### src/rtl/seg_capture_decode.sv
// -----------------------------------------------------------------------------
// seg_capture_decode
//
// Purpose:
//   Reads back a multiplexed, active-low 7-segment display bus. Each sample of
//   (segment pattern, digit enables) has to stay identical for STABLE_CYC
//   consecutive clocks before it is accepted. An accepted pattern is decoded
//   to a hex nibble. When a digit's 8-bit code differs from the last code
//   accepted for that digit, a capture event is emitted on a single-entry
//   valid/ready output buffer. An event that arrives while the buffer is full
//   and not being drained is dropped, and the sticky ovf flag is set.
//
// Parameters:
//   N_DIG       number of multiplexed digits (width of an_in)
//   STABLE_CYC  consecutive identical samples needed before an accept (>= 2)
//
// Ports:
//   clk         system clock
//   rst_n       asynchronous active-low reset
//   seg_in      segment pattern, active-low: bit7 = dp, bits6..0 = g..a
//   an_in       digit enables, active-low; exactly one low on a valid sample
//   out_valid   capture event available
//   out_ready   consumer takes the event when high together with out_valid
//   out_digit   index of the digit that changed
//   out_nibble  decoded hex value (0 for blank or undecodable patterns)
//   out_dp      decimal point lit
//   out_blank   pattern had every segment off
//   out_err     pattern is neither a hex glyph nor blank
//   digits      last accepted nibble per digit, digit i at [4i+3:4i]
//   ovf         sticky flag: an event was dropped because the buffer was full
//   clr_ovf     synchronous clear of ovf (a coincident drop wins)
// -----------------------------------------------------------------------------
module seg_capture_decode #(
  parameter int N_DIG      = 4,
  parameter int STABLE_CYC = 16,
  localparam int DIG_W     = (N_DIG > 1) ? $clog2(N_DIG) : 1
) (
  input  logic               clk,
  input  logic               rst_n,
  input  logic [7:0]         seg_in,
  input  logic [N_DIG-1:0]   an_in,
  output logic               out_valid,
  input  logic               out_ready,
  output logic [DIG_W-1:0]   out_digit,
  output logic [3:0]         out_nibble,
  output logic               out_dp,
  output logic               out_blank,
  output logic               out_err,
  output logic [4*N_DIG-1:0] digits,
  output logic               ovf,
  input  logic               clr_ovf
);

  localparam int CNT_W = $clog2(STABLE_CYC + 1);
  localparam logic [CNT_W-1:0] CNT_MAX = CNT_W'(STABLE_CYC);
  localparam logic [CNT_W-1:0] CNT_ONE = CNT_W'(1);

  typedef enum logic {
    SETTLE,
    LOCKED
  } state_t;

  // ---------------------------------------------------------------------------
  // Input sampling. seg_s/an_s hold the current sample; seg_p/an_p hold the
  // sample before it. The reset value (all enables high) is an invalid sample,
  // so nothing can count as stable until real data has been seen.
  // ---------------------------------------------------------------------------
  logic [7:0]       seg_s_reg;
  logic [N_DIG-1:0] an_s_reg;
  logic [7:0]       seg_p_reg;
  logic [N_DIG-1:0] an_p_reg;

  always_ff @(posedge clk or negedge rst_n) begin
    if (!rst_n) begin
      seg_s_reg <= 8'hFF;
      an_s_reg  <= '1;
      seg_p_reg <= 8'hFF;
      an_p_reg  <= '1;
    end else begin
      seg_s_reg <= seg_in;
      an_s_reg  <= an_in;
      seg_p_reg <= seg_s_reg;
      an_p_reg  <= an_s_reg;
    end
  end

  // A sample is valid when exactly one enable is low. With an_low = ~an,
  // "exactly one bit set" means nonzero, and clearing the lowest set bit
  // leaves nothing.
  logic [N_DIG-1:0] an_low;
  logic             sample_valid;
  logic             sample_same;
  logic             sample_steady;

  always_comb begin
    an_low        = ~an_s_reg;
    sample_valid  = (an_low != '0) && ((an_low & (an_low - N_DIG'(1))) == '0);
    sample_same   = (seg_s_reg == seg_p_reg) && (an_s_reg == an_p_reg);
    sample_steady = sample_valid && sample_same;
  end

  // ---------------------------------------------------------------------------
  // Stability FSM.
  // cnt counts consecutive identical valid samples, including the first one.
  // cnt is updated from the comparison of seg_s against seg_p, and seg_p
  // advances on the same edge. So when cnt equals STABLE_CYC, seg_p/an_p
  // already hold the pattern that was stable, and the accept reads them.
  // ---------------------------------------------------------------------------
  state_t           state_reg;
  state_t           state_next;
  logic [CNT_W-1:0] cnt_reg;
  logic [CNT_W-1:0] cnt_next;
  logic             accept;
  logic [CNT_W-1:0] cnt_reload;

  always_ff @(posedge clk or negedge rst_n) begin
    if (!rst_n) begin
      state_reg <= SETTLE;
      cnt_reg   <= '0;
    end else begin
      state_reg <= state_next;
      cnt_reg   <= cnt_next;
    end
  end

  always_comb begin
    state_next = state_reg;
    cnt_next   = cnt_reg;
    accept     = 1'b0;
    // A differing or invalid sample restarts the run: a valid one is the
    // first sample of a new run, an invalid one starts no run at all.
    cnt_reload = sample_valid ? CNT_ONE : '0;

    case (state_reg)
      SETTLE: begin
        if (cnt_reg == CNT_MAX) begin
          accept = 1'b1;
          // A change that lands in the accept cycle must not be lost.
          // Without this test the FSM would enter LOCKED with the new value
          // already in the compare registers, and would never see the change.
          if (sample_steady) begin
            state_next = LOCKED;
          end else begin
            cnt_next = cnt_reload;
          end
        end else if (sample_steady) begin
          cnt_next = cnt_reg + CNT_ONE;
        end else begin
          cnt_next = cnt_reload;
        end
      end
      LOCKED: begin
        if (!sample_steady) begin
          cnt_next   = cnt_reload;
          state_next = SETTLE;
        end
      end
      default: begin
        state_next = SETTLE;
        cnt_next   = '0;
      end
    endcase
  end

  // ---------------------------------------------------------------------------
  // Decode of the accepted pattern (dp ignored).
  // ---------------------------------------------------------------------------
  logic [3:0] dec_nib;
  logic       dec_hit;
  logic       dec_blank;
  logic       dec_err;

  always_comb begin
    dec_hit = 1'b1;
    dec_nib = 4'h0;
    case (seg_p_reg[6:0])
      7'h40:   dec_nib = 4'h0;
      7'h79:   dec_nib = 4'h1;
      7'h24:   dec_nib = 4'h2;
      7'h30:   dec_nib = 4'h3;
      7'h19:   dec_nib = 4'h4;
      7'h12:   dec_nib = 4'h5;
      7'h02:   dec_nib = 4'h6;
      7'h78:   dec_nib = 4'h7;
      7'h00:   dec_nib = 4'h8;
      7'h10:   dec_nib = 4'h9;
      7'h08:   dec_nib = 4'hA;
      7'h03:   dec_nib = 4'hB;
      7'h46:   dec_nib = 4'hC;
      7'h21:   dec_nib = 4'hD;
      7'h06:   dec_nib = 4'hE;
      7'h0E:   dec_nib = 4'hF;
      default: dec_hit = 1'b0;
    endcase
    dec_blank = (seg_p_reg[6:0] == 7'h7F);
    dec_err   = !dec_hit && !dec_blank;
  end

  // Position of the single low enable in the accepted sample. This only
  // matters while accept is high, which implies the sample was valid.
  function automatic logic [DIG_W-1:0] an_index(input logic [N_DIG-1:0] an);
    logic [DIG_W-1:0] idx;
    idx = '0;
    for (int i = 0; i < N_DIG; i++) begin
      if (!an[i]) begin
        idx = DIG_W'(i);
      end
    end
    return idx;
  endfunction

  logic [DIG_W-1:0]          acc_dig;
  logic [N_DIG-1:0][7:0]     last_code_all;
  logic                      evt;

  always_comb begin
    acc_dig = an_index(an_p_reg);
    evt     = accept && (seg_p_reg != last_code_all[acc_dig]);
  end

  // ---------------------------------------------------------------------------
  // Per-digit state: the last accepted 8-bit code (reset to FF, which is
  // blank with dp off) and the last decodable nibble. The code changes on
  // every event, including dropped ones. The nibble changes only on a real
  // glyph, so a blank or garbage pattern leaves the last good digit visible.
  // ---------------------------------------------------------------------------
  genvar gi;
  generate
    for (gi = 0; gi < N_DIG; gi++) begin : g_dig
      logic [7:0] code_reg;
      logic [3:0] nib_reg;

      always_ff @(posedge clk or negedge rst_n) begin
        if (!rst_n) begin
          code_reg <= 8'hFF;
          nib_reg  <= 4'h0;
        end else if (evt && (acc_dig == DIG_W'(gi))) begin
          code_reg <= seg_p_reg;
          if (dec_hit) begin
            nib_reg <= dec_nib;
          end
        end
      end

      assign last_code_all[gi]   = code_reg;
      assign digits[4*gi +: 4]   = nib_reg;
    end
  endgenerate

  // ---------------------------------------------------------------------------
  // Single-entry output buffer. A new event can take the slot when the slot is
  // empty or is being drained on this same edge. Otherwise the event is
  // dropped and ovf records the loss.
  // ---------------------------------------------------------------------------
  logic             out_valid_reg;
  logic [DIG_W-1:0] out_digit_reg;
  logic [3:0]       out_nibble_reg;
  logic             out_dp_reg;
  logic             out_blank_reg;
  logic             out_err_reg;
  logic             ovf_reg;
  logic             slot_free;

  assign slot_free = !out_valid_reg || out_ready;

  always_ff @(posedge clk or negedge rst_n) begin
    if (!rst_n) begin
      out_valid_reg  <= 1'b0;
      out_digit_reg  <= '0;
      out_nibble_reg <= 4'h0;
      out_dp_reg     <= 1'b0;
      out_blank_reg  <= 1'b0;
      out_err_reg    <= 1'b0;
      ovf_reg        <= 1'b0;
    end else begin
      if (evt && slot_free) begin
        out_valid_reg  <= 1'b1;
        out_digit_reg  <= acc_dig;
        out_nibble_reg <= dec_nib;   // dec_nib is 0 whenever dec_hit is low
        out_dp_reg     <= !seg_p_reg[7];
        out_blank_reg  <= dec_blank;
        out_err_reg    <= dec_err;
      end else if (out_valid_reg && out_ready) begin
        out_valid_reg  <= 1'b0;
      end

      if (evt && !slot_free) begin
        ovf_reg <= 1'b1;
      end else if (clr_ovf) begin
        ovf_reg <= 1'b0;
      end
    end
  end

  assign out_valid  = out_valid_reg;
  assign out_digit  = out_digit_reg;
  assign out_nibble = out_nibble_reg;
  assign out_dp     = out_dp_reg;
  assign out_blank  = out_blank_reg;
  assign out_err    = out_err_reg;
  assign ovf        = ovf_reg;

endmodule
### config.mk
export PLATFORM = sky130hd
export DESIGN_NAME = seg_capture_decode
export DESIGN_NICKNAME = d
export VERILOG_FILES = /design/src/rtl/seg_capture_decode.sv
export SDC_FILE = /design/constraint.sdc
export NUM_CORES = 1
export LEC_CHECK = 0
export ABC_AREA = 1
export CELL_PAD_IN_SITES_DETAIL_PLACEMENT = 1
export CELL_PAD_IN_SITES_GLOBAL_PLACEMENT = 2
export CORE_MARGIN = 5
export CORE_UTILIZATION = 35
export DETAILED_ROUTE_END_ITERATION = 7
export GPL_TIMING_DRIVEN = 0
export PLACE_DENSITY = 0.91
export SYNTH_ARGS = -nofsm -noshare
export SYNTH_HDL_FRONTEND = slang
export SYNTH_SLANG_ARGS = --single-unit
### constraint.sdc
create_clock -name clk -period 2.3 [get_ports clk]
set_input_delay 0.345 -clock clk [delete_from_list [all_inputs] [get_ports clk]]
set_output_delay 0.345 -clock clk [all_outputs]
set_load 0.05 [all_outputs]
**Yosys cells after proc, flatten, opt, wreduce, memory -nomap -nowiden**

Cells that the tools add are included.

- Multiplexer cells: 21
- Add/subtract/negate cells: 2
- Bitwise operators: 3
- Equal/unequal tests: 23
- Reduce and logical (&&, ||, !) cells: 29
- Order comparisons: 1

Operators by type and width:

| kind | number |
|---|---|
| $pmux W4 S15 | 1 |
| $eq A7 B7 Y1 const B | 5 |
| $eq A7 B5 Y1 const B | 3 |
| $eq A7 B6 Y1 const B | 3 |
| $bmux W8 S2 | 1 |
| $reduce_or A16 Y1 | 1 |
| $mux W5 | 3 |
| $eq A7 B2 Y1 const B | 2 |
| $eq A7 B4 Y1 const B | 2 |
| $logic_and A1 B1 Y1 | 12 |
| $mux W1 | 11 |
| $pmux W5 S2 | 1 |
| $eq A8 B8 Y1 | 1 |
| $mux W8 | 1 |
| $ne A8 B8 Y1 | 1 |
| $reduce_and A2 Y1 | 4 |
| $eq A7 B3 Y1 const B | 1 |
| $logic_not A7 Y1 | 1 |
| $add A5 B1 Y5 const B | 1 |
| $eq A5 B5 Y1 const B | 1 |
| $logic_not A1 Y1 | 5 |
| $and A4 B4 Y4 | 1 |
| $eq A2 B2 Y1 const B | 2 |
| $eq A4 B4 Y1 | 1 |
| 12 further kinds | 14 |

- Logic and storage cells: 100
- Bits in registers: 89
- Bits of input ports: 16
- Output and inout port bits: 27

**Depth between registers and ports, before layout**

Gate-level depths: netlist of the first run.

- Word-level depth: 9
- Depth in mapped cells: 17
- Gate-level depth less buffers: 15

**Worst setup path after synthesis of the first run**

Ideal clock, no wire load.

- Path type: register to register
- Start: register an_p_reg[3]
- End: register out_nibble_reg[3] (netlist: out_nibble[3])
- Buffers on the path: 3
- Required time: 2.175 ns
- Slack: 0.340 ns
- Library setup time: 0.125 ns
- Period minus slack after synthesis: 1.960 ns
- Data arrival time: 1.835 ns
- Cell stages (with the launch flop): 17
- Path through: dfstp_2 > buf_4 > inv_1 > buf_6 > nor2_1 > nor2_1 > nand2_1 > nand2_1 > nand2_1 > nand2_1 > nand2_1 > nor2_4 > nand2_8 > nand3_4 > buf_8 > nand2_2 > o21ai_2

- Word-level cells in the longest chain between the ends: 6

RTL lines:

| what | RTL line | source |
|---|---|---|
| start: declaration | 71 | `logic [N_DIG-1:0] an_p_reg;` |
| start signal: assignment | 83 | `an_p_reg <= an_s_reg;` |
| $mux W2 | 205 | `if (!an[i]) begin` |
| $bmux W8 S2 | 218 | `evt = accept && (seg_p_reg != last_code_all[acc_dig]);` |
| $mux W8 (not written as such) | 218 |  |
| $ne A8 B8 Y1 | 218 |  |
| $logic_and A1 B1 Y1 | 218 |  |
| $logic_and A1 B1 Y1 | 276 | `if (evt && slot_free) begin` |
| end signal: assignment | 279 | `out_nibble_reg <= dec_nib;` |
| end: declaration | 257 | `logic [3:0] out_nibble_reg;` |

Every way passes these cells. The select of a mux whose other input is x is not followed.
A chain may end at the register's enable or synchronous reset.

**Worst setup path in the final report of the first run**

- Start: register an_p_reg[3]
- End: register g_dig[3].code_reg[7]

- Word-level cells in the longest chain between the ends: 6
- Elaborated cells between the ends (all ways): 7
- Classes of those cells: 2 x eq/ne; 3 x mux; 2 x reduce/logical

RTL lines:

| what | RTL line | source |
|---|---|---|
| $mux W2 * | 205 |  |
| $bmux W8 S2 | 218 |  |
| $mux W8 (not written as such) | 218 |  |
| $ne A8 B8 Y1 | 218 |  |
| $logic_and A1 B1 Y1 | 218 |  |
| $logic_and A1 B1 Y1 * | 237 | `end else if (evt && (acc_dig == DIG_W'(gi))) begin` |
| end signal: assignment | 238 | `code_reg <= seg_p_reg;` |
| end: declaration | 230 | `logic [7:0] code_reg;` |

Mark *: on every way between the ends. The rest lies on a longest branch, timed or not. The select of a mux whose other input is x is not followed.

==> out/results.txt, run 1 <==
fin crit share: 100%
pin count of the biggest net entering global routing: 74
# nets final: 608
worst hold start: seg_s_reg[7]
Fmax: 434 MHz
TritonCTS Sinks: 89
Mapped Area: 0.00440 sq mm
CTS Buf Count: 9
Layout Cells excl Fill: 767
Final Core Density: 47.0%
reg2reg setup slack: -0.005 ns
Fillers: 1440
worst slew pin tran: 0.904 ns
setup TNS: -0.00490 ns
commonest non-fill, non-tap cells in the layout: nand2_1 (142), dfstp_2 (56), inv_1 (54)
Hold Path Class: reg -> reg
CP dominant cell by count: nand2_1
commonest non-fill, non-tap cell in the layout: nand2_1
gr busiest metal: met2
Area contributors post-synth: dfstp_2 (33%), dfrtp_1 (19%), nand2_1 (12%)
Hold WS: 0.370 ns
Worst path depth: 16
Starting Density: 35.3%
CP endpoint kind: register
sw frac: 24.1%
CTS tree: built
final hold vios: 0
failing checks: negative setup slack
Hold Path Cell Cnt: 0
type of the worst setup path: reg -> reg
Pins Over Slew Limit: 0
Die ar.: 0.0149 sq mm
register share of total power: 48.0%
drt via density: 4.77
R2R depth: 16
final wirelength: 12200 um
worst-path maximum fanout: 8
Worst VDD drop: 427 uV
Die Ht: 122 um
Largest register FFs: 32
Ports: 43
EDFF count, synth: 0
Seq/Total Area, Yosys: 52.2%
final instance area: 0.00586 sq mm
placed cells: 723
status: finished with violations
Leakage: 0.00262 uW
met2 Usage GRT: 28.4%
GR Util met1: 20.4%
Placed Area: 0.00506 sq mm
Buf/Inv on CP: 5
Yosys warning count: 0
clk_lat worst skew: 0.35 ns
delay-heaviest family, CP: simple AND/OR/NAND/NOR gates
Synth Net Count: 526
P_sw: 822 uW
initial drt markers: 209
global-route wire length before repair: 18800 um
final setup margin: -0.00490 ns
Synth top area share: 33.4%
worst flop-to-flop path startpoint: an_p_reg[3]
ANT cells: 0
Worst path max stage delay: 0.54 ns
WHS Endpoint: seg_p_reg[7]
Max-Cap Viols: 0
CTS max path bufs: 2
RSZ-0062 raised after global routing: yes
Port Buf Inserts: 42
Antenna Nets Post-Route: 0
slowest stage cell on the critical path: dfstp_2
vias in the first global route: 3807
drt pass-1 iters: 5
critical path startpoint category: register
Seq cells post-synth: 89
Clk pin slew, worst setup/hold paths: 0.06 ns
die span in x: 122 um
Residual DRC: 0
Remaining Overflow, GRT: 0
Logic pwr share: 8.1%
Mapped Avg Cell Area: 8.67 sq um
Worst Clk Skew: 0.00540 ns
antenna violations before repair: 0
clock share of power: 43.9%
crit path cell chain: buf_8 -> buf_6 -> nand3_4 -> nor2_1 -> nor2_1 -> nand2_1 -> nand2_1 -> nand2_1 -> inv_1 -> nand2_2 -> nor2_4 -> nand2_8 -> buf_6 -> nand3_4 -> clkbuf_16 -> o21ai_4
root buffer cell: clkbuf_16
Power Internal: 2590 uW
post-detailed-route wirelength per cell: 16.0 um
total core area: 0.0125 sq mm
leading area contributor after synthesis: dfstp_2
# rows: 41
cells after synthesis: 508
Reg-to-Reg End: g_dig[3].code_reg[7]
total global-route track usage: 16.5%
Required @ worst endpoint: 2.58 ns
layout cells sized above 1: 32.4%
Netlist cell types: 39
CTS HTree Levels: 3
routability cong.: 0.853
area grow syn2layout: 33.0%
min Tclk post-route: 2.30 ns
Slew headroom: 38.8%
critical path arrival: 2.59 ns
GRT met3 Usage: 3.30%
ys async rst share: 100%
Power per Cell Area: 583 mW/mm^2
placed wire-length estimate: 8410 um
vias: 3659
final setup fails: 1
top_reg_cell synth: dfstp_2
-- cell usage after synthesis, types with 2 or more instances --
library cell  instances
inv_2                 4
nand4_1              13
dfstp_2              56
o21ai_0               4
xor2_1                6
or2_2                 2
a21oi_1               2
nand3_2               2
ha_1                  2
nor2_4                2
nand2_1             146
inv_1                61
buf_6                 5
buf_2                 5
buf_4                 2
nor4_1                3
o21ai_1              27
nand3_4               5
dfrtp_1              33
o21ai_2              13
nor3_1                4
nor2_1               54
nand3b_1              2
nand2_2              10
xnor2_1               9
nand3_1              23
-- routing by layer --
metal | wire length [um] | vias up
li1 | - | 1767
met1 | 5210 | 1807
met2 | 6380 | 68
met3 | 378 | 17
met4 | 279 | 0
met5 | 0 | -
-- worst register-to-register path: stages, from the launching register on --
cell       delay [ns]
dfstp_2          0.54
buf_8            0.12
buf_6            0.10
nand3_4          0.17
nor2_1           0.15
nor2_1           0.08
nand2_1          0.07
nand2_1          0.05
nand2_1          0.06
inv_1            0.05
nand2_2          0.08
nor2_4           0.06
nand2_8          0.09
buf_6            0.14
nand3_4          0.15
clkbuf_16        0.23
o21ai_4          0.12
-- worst max-delay path by stage --
stage / from / to
detailed placement: seg_p_reg[5] / g_dig[2].nib_reg[0]
CTS: an_p_reg[3] / g_dig[1].code_reg[5]
global placement: rst_n / cnt_reg[0]
global route: an_p_reg[3] / g_dig[3].code_reg[0]
floorplan: an_p_reg[3] / out_nibble[3]
finish: an_p_reg[3] / g_dig[3].code_reg[7]
-- what timing repair did --
item / CTS / global route
pin swaps: 0 / 9
hold buffers: 1 / 0
endpoints found under the hold margin: 6 / 0
endpoints found under the setup margin: 22 / 57
gates resized for setup: 5 / 63
cloned: 0 / 3
setup buffers: 2 / 24
-- power by group through the flow --
| stage | clock network [uW] | logic, uW | registers, uW |
|---|---|---|---|
| after global routing | 1600 | 306 | 1640 |
| after CTS | 1540 | 252 | 1630 |
| after floorplan | 0 | 140 | 1650 |
| after global placement | 0 | 234 | 1650 |
| after detailed placement | 0 | 248 | 1660 |
| final | 1500 | 276 | 1640 |
-- per-stage QoR --
stage,worst slack [ns],power [uW]
after floorplan,0.340,1790
after detailed placement,-0.139,1910
after global routing,-0.154,3550
after global placement,-2.22,1890
final,-0.00490,3410
after CTS,0.00472,3420
-- cells by family after synthesis --
group / share of synthesized area (%)
and+or+nand+nor: 28.1
DFF: 52.2
buffers and inverters: 8.16
AOI/OAI and AO/OA: 7.99
xor gates and xnor gates: 2.98
adders and majority gates: 0.568
-- area by class of cell --
cell class              instances  area [sq um]  area share (%)
plain buffers                  12           134            2.29
clock buffers                  12           246            4.21
clock inverters                 4          52.6           0.897
inverters                      65           259            4.42
multi-input cells             340          1900            32.5
flip-flops and latches         89          2300            39.2
well taps                     172           215            3.68
repair buffers                 73           748            12.8
Note: power is estimated with default switching activity, not from simulation.
==> run 2, diff against run 1 <==
--- a/config.mk
+++ b/config.mk
@@ -5,14 +5,13 @@
 export SDC_FILE = /design/constraint.sdc
 export NUM_CORES = 1
 export LEC_CHECK = 0
-export ABC_AREA = 1
 export CELL_PAD_IN_SITES_DETAIL_PLACEMENT = 1
 export CELL_PAD_IN_SITES_GLOBAL_PLACEMENT = 2
 export CORE_MARGIN = 5
 export CORE_UTILIZATION = 35
 export DETAILED_ROUTE_END_ITERATION = 7
 export GPL_TIMING_DRIVEN = 0
-export PLACE_DENSITY = 0.91
+export PLACE_DENSITY = 0.83
 export SYNTH_ARGS = -nofsm -noshare
 export SYNTH_HDL_FRONTEND = slang
 export SYNTH_SLANG_ARGS = --single-unit
==> out/results.txt, run 2 <==
status: finished with violations
failing checks: negative setup slack
cells after synthesis: 333
Worst VDD drop: 354 uV
ys async rst share: 100%
Ports: 43
Starting Density: 35.5%
Placed Area: 0.00486 sq mm
Largest register FFs: 32
Post-Synth XOR/XNOR Area: 8.49%
initial drt markers: 169
root buffer cell: clkbuf_16
ANT cells: 0
Hold Path Class: reg -> reg
Layout Cells excl Fill: 555
# nets final: 421
Yosys warning count: 0
pin count of the biggest net entering global routing: 55
final wirelength: 10500 um
Post-Synth Adder-Cell Area: 0.592%
Seq cells post-synth: 89
final instance area: 0.00560 sq mm
Max-Cap Viols: 0
Reg-to-Reg End: g_dig[1].code_reg[7]
critical path arrival: 2.66 ns
antenna violations before repair: 0
Fmax: 418 MHz
Hold WS: 0.372 ns
R2R depth: 9
final setup fails: 26
commonest non-fill, non-tap cell in the layout: dfstp_2
Buf/Inv on CP: 4
EDFF count, synth: 0
reg2reg setup slack: -0.09 ns
type of the worst setup path: reg -> reg
critical path startpoint category: register
total global-route track usage: 15.0%
Die ar.: 0.0144 sq mm
leading area contributor after synthesis: dfstp_2
CTS HTree Levels: 3
vias in the first global route: 3121
drt pass-1 iters: 4
die span in x: 120 um
crit path from: an_p_reg[1]
Synth Area in Simple Gates: 10.6%
TritonCTS Sinks: 89
Critical Path End: g_dig[1].code_reg[7]
CTS Buf Count: 9
Clk pin slew, worst setup/hold paths: 0.06 ns
global-route wire length before repair: 16700 um
commonest non-fill, non-tap cells in the layout: dfstp_2 (56), clkdlybuf4s50_1 (41), dfrtp_1 (33)
Seq/Total Area, Yosys: 54.3%
synth cell count leaders: dfstp_2 (56), dfrtp_1 (33), mux2_2 (33), xnor2_1 (33), nand2_1 (14)
mux share of post-synthesis cell area: 15.0%
Worst path max stage delay: 0.54 ns
top_reg_cell synth: dfstp_2
Leakage: 0.00231 uW
routability cong.: 0.804
Area contributors post-synth: dfstp_2 (35%), dfrtp_1 (20%), mux2_2 (8.8%)
total core area: 0.0119 sq mm
slowest stage cell on the critical path: dfstp_2
placed cells: 523
Power Total: 3430 uW
Remaining Overflow, GRT: 0
layout cells sized above 1: 44.4%
Worst Clk Skew: 0.0101 ns
largest family of logic cells by synthesized area: multiplexers
worst slew pin tran: 0.556 ns
fin crit share: 104%
min Tclk post-route: 2.39 ns
CTS max path bufs: 2
area grow syn2layout: 32.5%
Antenna Nets Post-Route: 0
Synth top area share: 34.8%
# rows: 40
Synth Area in Compound Gates: 7.37%
Synth Net Count: 351
final hold vios: 0
worst-path maximum fanout: 8
Mapped Avg Cell Area: 12.7 sq um
post-detailed-route wirelength per cell: 18.9 um
drt via density: 5.20
setup TNS: -1.05 ns
worst flop-to-flop path startpoint: an_p_reg[1]
Pins Over Slew Limit: 0
most frequent cell after synthesis: dfstp_2
RSZ-0062 raised after global routing: yes
Netlist cell types: 52
Worst path depth: 9
Mapped Area: 0.00423 sq mm
placed wire-length estimate: 7120 um
final setup margin: -0.0909 ns
CP endpoint kind: register
clk_lat worst skew: 0.35 ns
delay-heaviest family, CP: buffers and inverters
Residual DRC: 0
vias: 2885
CP dominant cell by count: buf_6
crit path cell chain: buf_12 -> buf_6 -> mux2i_1 -> xnor2_1 -> nor4_4 -> buf_4 -> a211oi_4 -> buf_6 -> mux2_4
CTS tree: built
Required @ worst endpoint: 2.57 ns
Slew headroom: 62.9%
Power per Cell Area: 612 mW/mm^2
Port Buf Inserts: 42
Die Ht: 120 um
## run 2: layer usage
layer / vias to the layer above / track usage [%] / wire length [um]
li1: 1325 / - / -
met1: 1482 / 18.3 / 4650
met2: 63 / 25.7 / 5220
met3: 15 / 3.96 / 439
met4: 0 / 5.08 / 181
met5: - / 0 / 0
## run 2: worst min path at each step
stage	from	end	slack, ns	depth (start not counted)
2_1_floorplan	rst_n	cnt_reg[0]	0.05	0
3_3_place_gp	seg_s_reg[7]	seg_p_reg[7]	0.36	0
3_5_place_dp	rst_n	g_dig[1].nib_reg[3]	0.35	1
4_1_cts	seg_s_reg[2]	seg_p_reg[2]	0.37	0
5_1_grt	seg_s_reg[2]	seg_p_reg[2]	0.38	0
6_report	seg_s_reg[2]	seg_p_reg[2]	0.37	0
## run 2: report_power, final
group	total [uW]	internal [uW]	switching [uW]
Clock	1510	904	608
Sequential	1640	1610	32.7
Combinational	274	124	151
## run 2: final cells by class
class	instances	area [sq um]
Fill cell	1232	6310
Sequential cell	89	2300
Multi-Input combinational cell	214	2010
Timing Repair Buffer	63	613
Clock buffer	12	256
Tap cell	147	184
Buffer	18	163
Clock inverter	4	50.0
Inverter	8	30.0
## run 2: through the flow
step / util (%) / setup slack (ns)
after floorplan: - / 0.0464
after global placement: 40.6 / -2.20
after detailed placement: 40.8 / -0.643
after CTS: 45.8 / -0.0742
after global routing: 47.0 / -0.150
final: 47.0 / -0.0909
## run 2: worst reg2reg max path: cells and delay by family (launching register included)
family	cells	cell delay, ns
compound gates	1	0.34
mux	2	0.52
flops	1	0.54
xor+xnor	1	0.20
buf+inv	4	0.62
simple gates	1	0.11
## run 2: cell families (layout without fill, tap and decap cells)
logic type               after synthesis  count (layout)
adder cells (fa/ha/maj)                2               2
flip-flops                            89              89
XOR/XNOR                              41              41
buffers and inverters                 30             105
multiplexers                          55              55
AO/OA/AOI/OAI                         41              41
AND/OR/NAND/NOR                       75              75
## run 2: timing repair
action                                 CTS  global route
cloned                                   1             1
endpoints found under the hold margin   15             0
setup buffers                           13             4
resized for setup                       46            33
pin swaps                                9             8
hold buffers                             1             0
setup endpoints to repair               57            53
==> run 3, diff against run 2 <==
--- a/config.mk
+++ b/config.mk
@@ -8,10 +8,11 @@
 export CELL_PAD_IN_SITES_DETAIL_PLACEMENT = 1
 export CELL_PAD_IN_SITES_GLOBAL_PLACEMENT = 2
 export CORE_MARGIN = 5
-export CORE_UTILIZATION = 35
+export CORE_UTILIZATION = 39
 export DETAILED_ROUTE_END_ITERATION = 7
 export GPL_TIMING_DRIVEN = 0
-export PLACE_DENSITY = 0.83
+export PLACE_DENSITY = 0.9
+export REMOVE_ABC_BUFFERS = 1
 export SYNTH_ARGS = -nofsm -noshare
 export SYNTH_HDL_FRONTEND = slang
 export SYNTH_SLANG_ARGS = --single-unit
==> out/results.txt, run 3 (same netlist as run 2, synthesis figures left out) <==
layout cells sized above 1: 47.2%
routability cong.: 0.792
post-detailed-route wirelength per cell: 21.2 um
Antenna Nets Post-Route: 0
# nets final: 428
vias: 3026
Final Core Density: 52.1%
critical path arrival: 2.69 ns
TritonCTS Sinks: 89
Leakage: 0.00228 uW
Starting Density: 39.3%
setup TNS: -2.61 ns
worst hold start: an_in[2]
vias in the first global route: 3331
antenna violations before repair: 0
root buffer cell: clkbuf_8
type of the worst setup path: reg -> reg
global-route wire length before repair: 17700 um
Layout Cells excl Fill: 555
CTS tree: built
Residual DRC: 0
CTS Buf Count: 9
Die Ht: 114 um
Largest register FFs: 32
final setup fails: 35
Worst VDD drop: 429 uV
Max-Cap Viols: 0
total global-route track usage: 17.6%
Remaining Overflow, GRT: 0
Placed Area: 0.00473 sq mm
clk_lat worst skew: 0.36 ns
Port Buf Inserts: 42
ANT cells: 0
Slew headroom: 32.9%
Ports: 43
drt pass-1 iters: 4
Required @ worst endpoint: 2.55 ns
Hold Path Class: in -> reg
worst flop-to-flop path startpoint: an_p_reg[1]
drt via density: 5.45
# rows: 38
CP endpoint kind: register
initial drt markers: 205
failing checks: negative setup slack
placed wire-length estimate: 6440 um
final setup margin: -0.136 ns
total core area: 0.0107 sq mm
worst slew pin tran: 0.991 ns
RSZ-0062 raised after global routing: yes
Fillers: 1112
placed cells: 494
min Tclk post-route: 2.44 ns
die span in x: 114 um
Reg area: 0.00233 sq mm
area grow syn2layout: 32.4%
Multi-input gate area: 0.00203 sq mm
CTS max path bufs: 2
Fmax: 410 MHz
pin count of the biggest net entering global routing: 55
Die ar.: 0.0130 sq mm
final wirelength: 11800 um
status: finished with violations
final instance area: 0.00560 sq mm
worst-path maximum fanout: 7
Clk pin slew, worst setup/hold paths: 0.10 ns
Worst Clk Skew: 0.00919 ns
final hold vios: 0
Power per Cell Area: 554 mW/mm^2
commonest non-fill, non-tap cell in the layout: dfstp_2
CTS HTree Levels: 3
critical path startpoint category: register
Pins Over Slew Limit: 0
fin crit share: 106%
commonest non-fill, non-tap cells in the layout: dfstp_2 (48), clkdlybuf4s50_1 (41), buf_4 (36)
crit path from: an_p_reg[1]
==> run 3: final timing paths <==
kind	endpoint	slack [ns]	cells after the start
max	out_blank	-0.14	7
min	an_s_reg[2]	0.38	1
max reg2reg	out_blank	-0.14	7
min reg2reg	seg_p_reg[7]	0.38	0
max in group asynchronous	g_dig[0].code_reg[1]	1.15	3
min in group asynchronous	cnt_reg[0]	0.47	2
==> run 3: final cells by class <==
| type | instances | area share [%] |
|---|---|---|
| tap | 140 | 3.13 |
| sequential | 89 | 41.6 |
| inverter | 8 | 0.537 |
| timing repair buffer | 87 | 14.8 |
| clock inverter | 6 | 1.30 |
| clock buffer | 10 | 2.46 |
| multi-input combinational | 215 | 36.2 |
==> run 3: worst max-delay path: stages (launching register included) <==
cell     delay, ns
dfstp_4       0.65
buf_12        0.13
mux2i_1       0.27
xnor2_2       0.12
nor4_4        0.39
a21oi_4       0.16
o21a_4        0.29
mux2_4        0.31
==> run 3: repair_timing <==
action	in CTS	in global routing
gates resized for setup	38	24
gates cloned	0	1
endpoints found under the hold margin	29	0
hold buffers	1	0
pin swaps	9	8
setup endpoints to repair	56	56
buffers inserted	32	12
==> run 3: routing by layer <==
metal	track usage, %	share of wire (%)	routed length (um)	vias to the layer above
met1	21.0	39	4610	1592
li1	-	-	-	1331
met2	31.2	54	6420	81
met3	3.54	3.7	431	22
met4	6.49	2.7	319	0
met5	0	0	0	-
==> run 3: metrics by stage <==
| step | power (uW) | hold slack [ns] | setup slack, ns |
|---|---|---|---|
| finish | 3100 | 0.375 | -0.136 |
| global route | 3230 | 0.348 | -0.211 |
| CTS | 3070 | 0.367 | -0.121 |
| detailed placement | 1880 | 0.347 | -0.757 |
| global placement | 1860 | 0.363 | -2.11 |
| floorplan | 1770 | 0.0494 | -0.147 |
==> run 3: where the power goes <==
| part | leakage (uW) | internal [uW] | switching [uW] |
|---|---|---|---|
| clock | 0.000110 | 550 | 607 |
| combinational | 0.00113 | 135 | 144 |
| sequential | 0.00104 | 1610 | 50.2 |
| total | 0.00228 | 2300 | 801 |
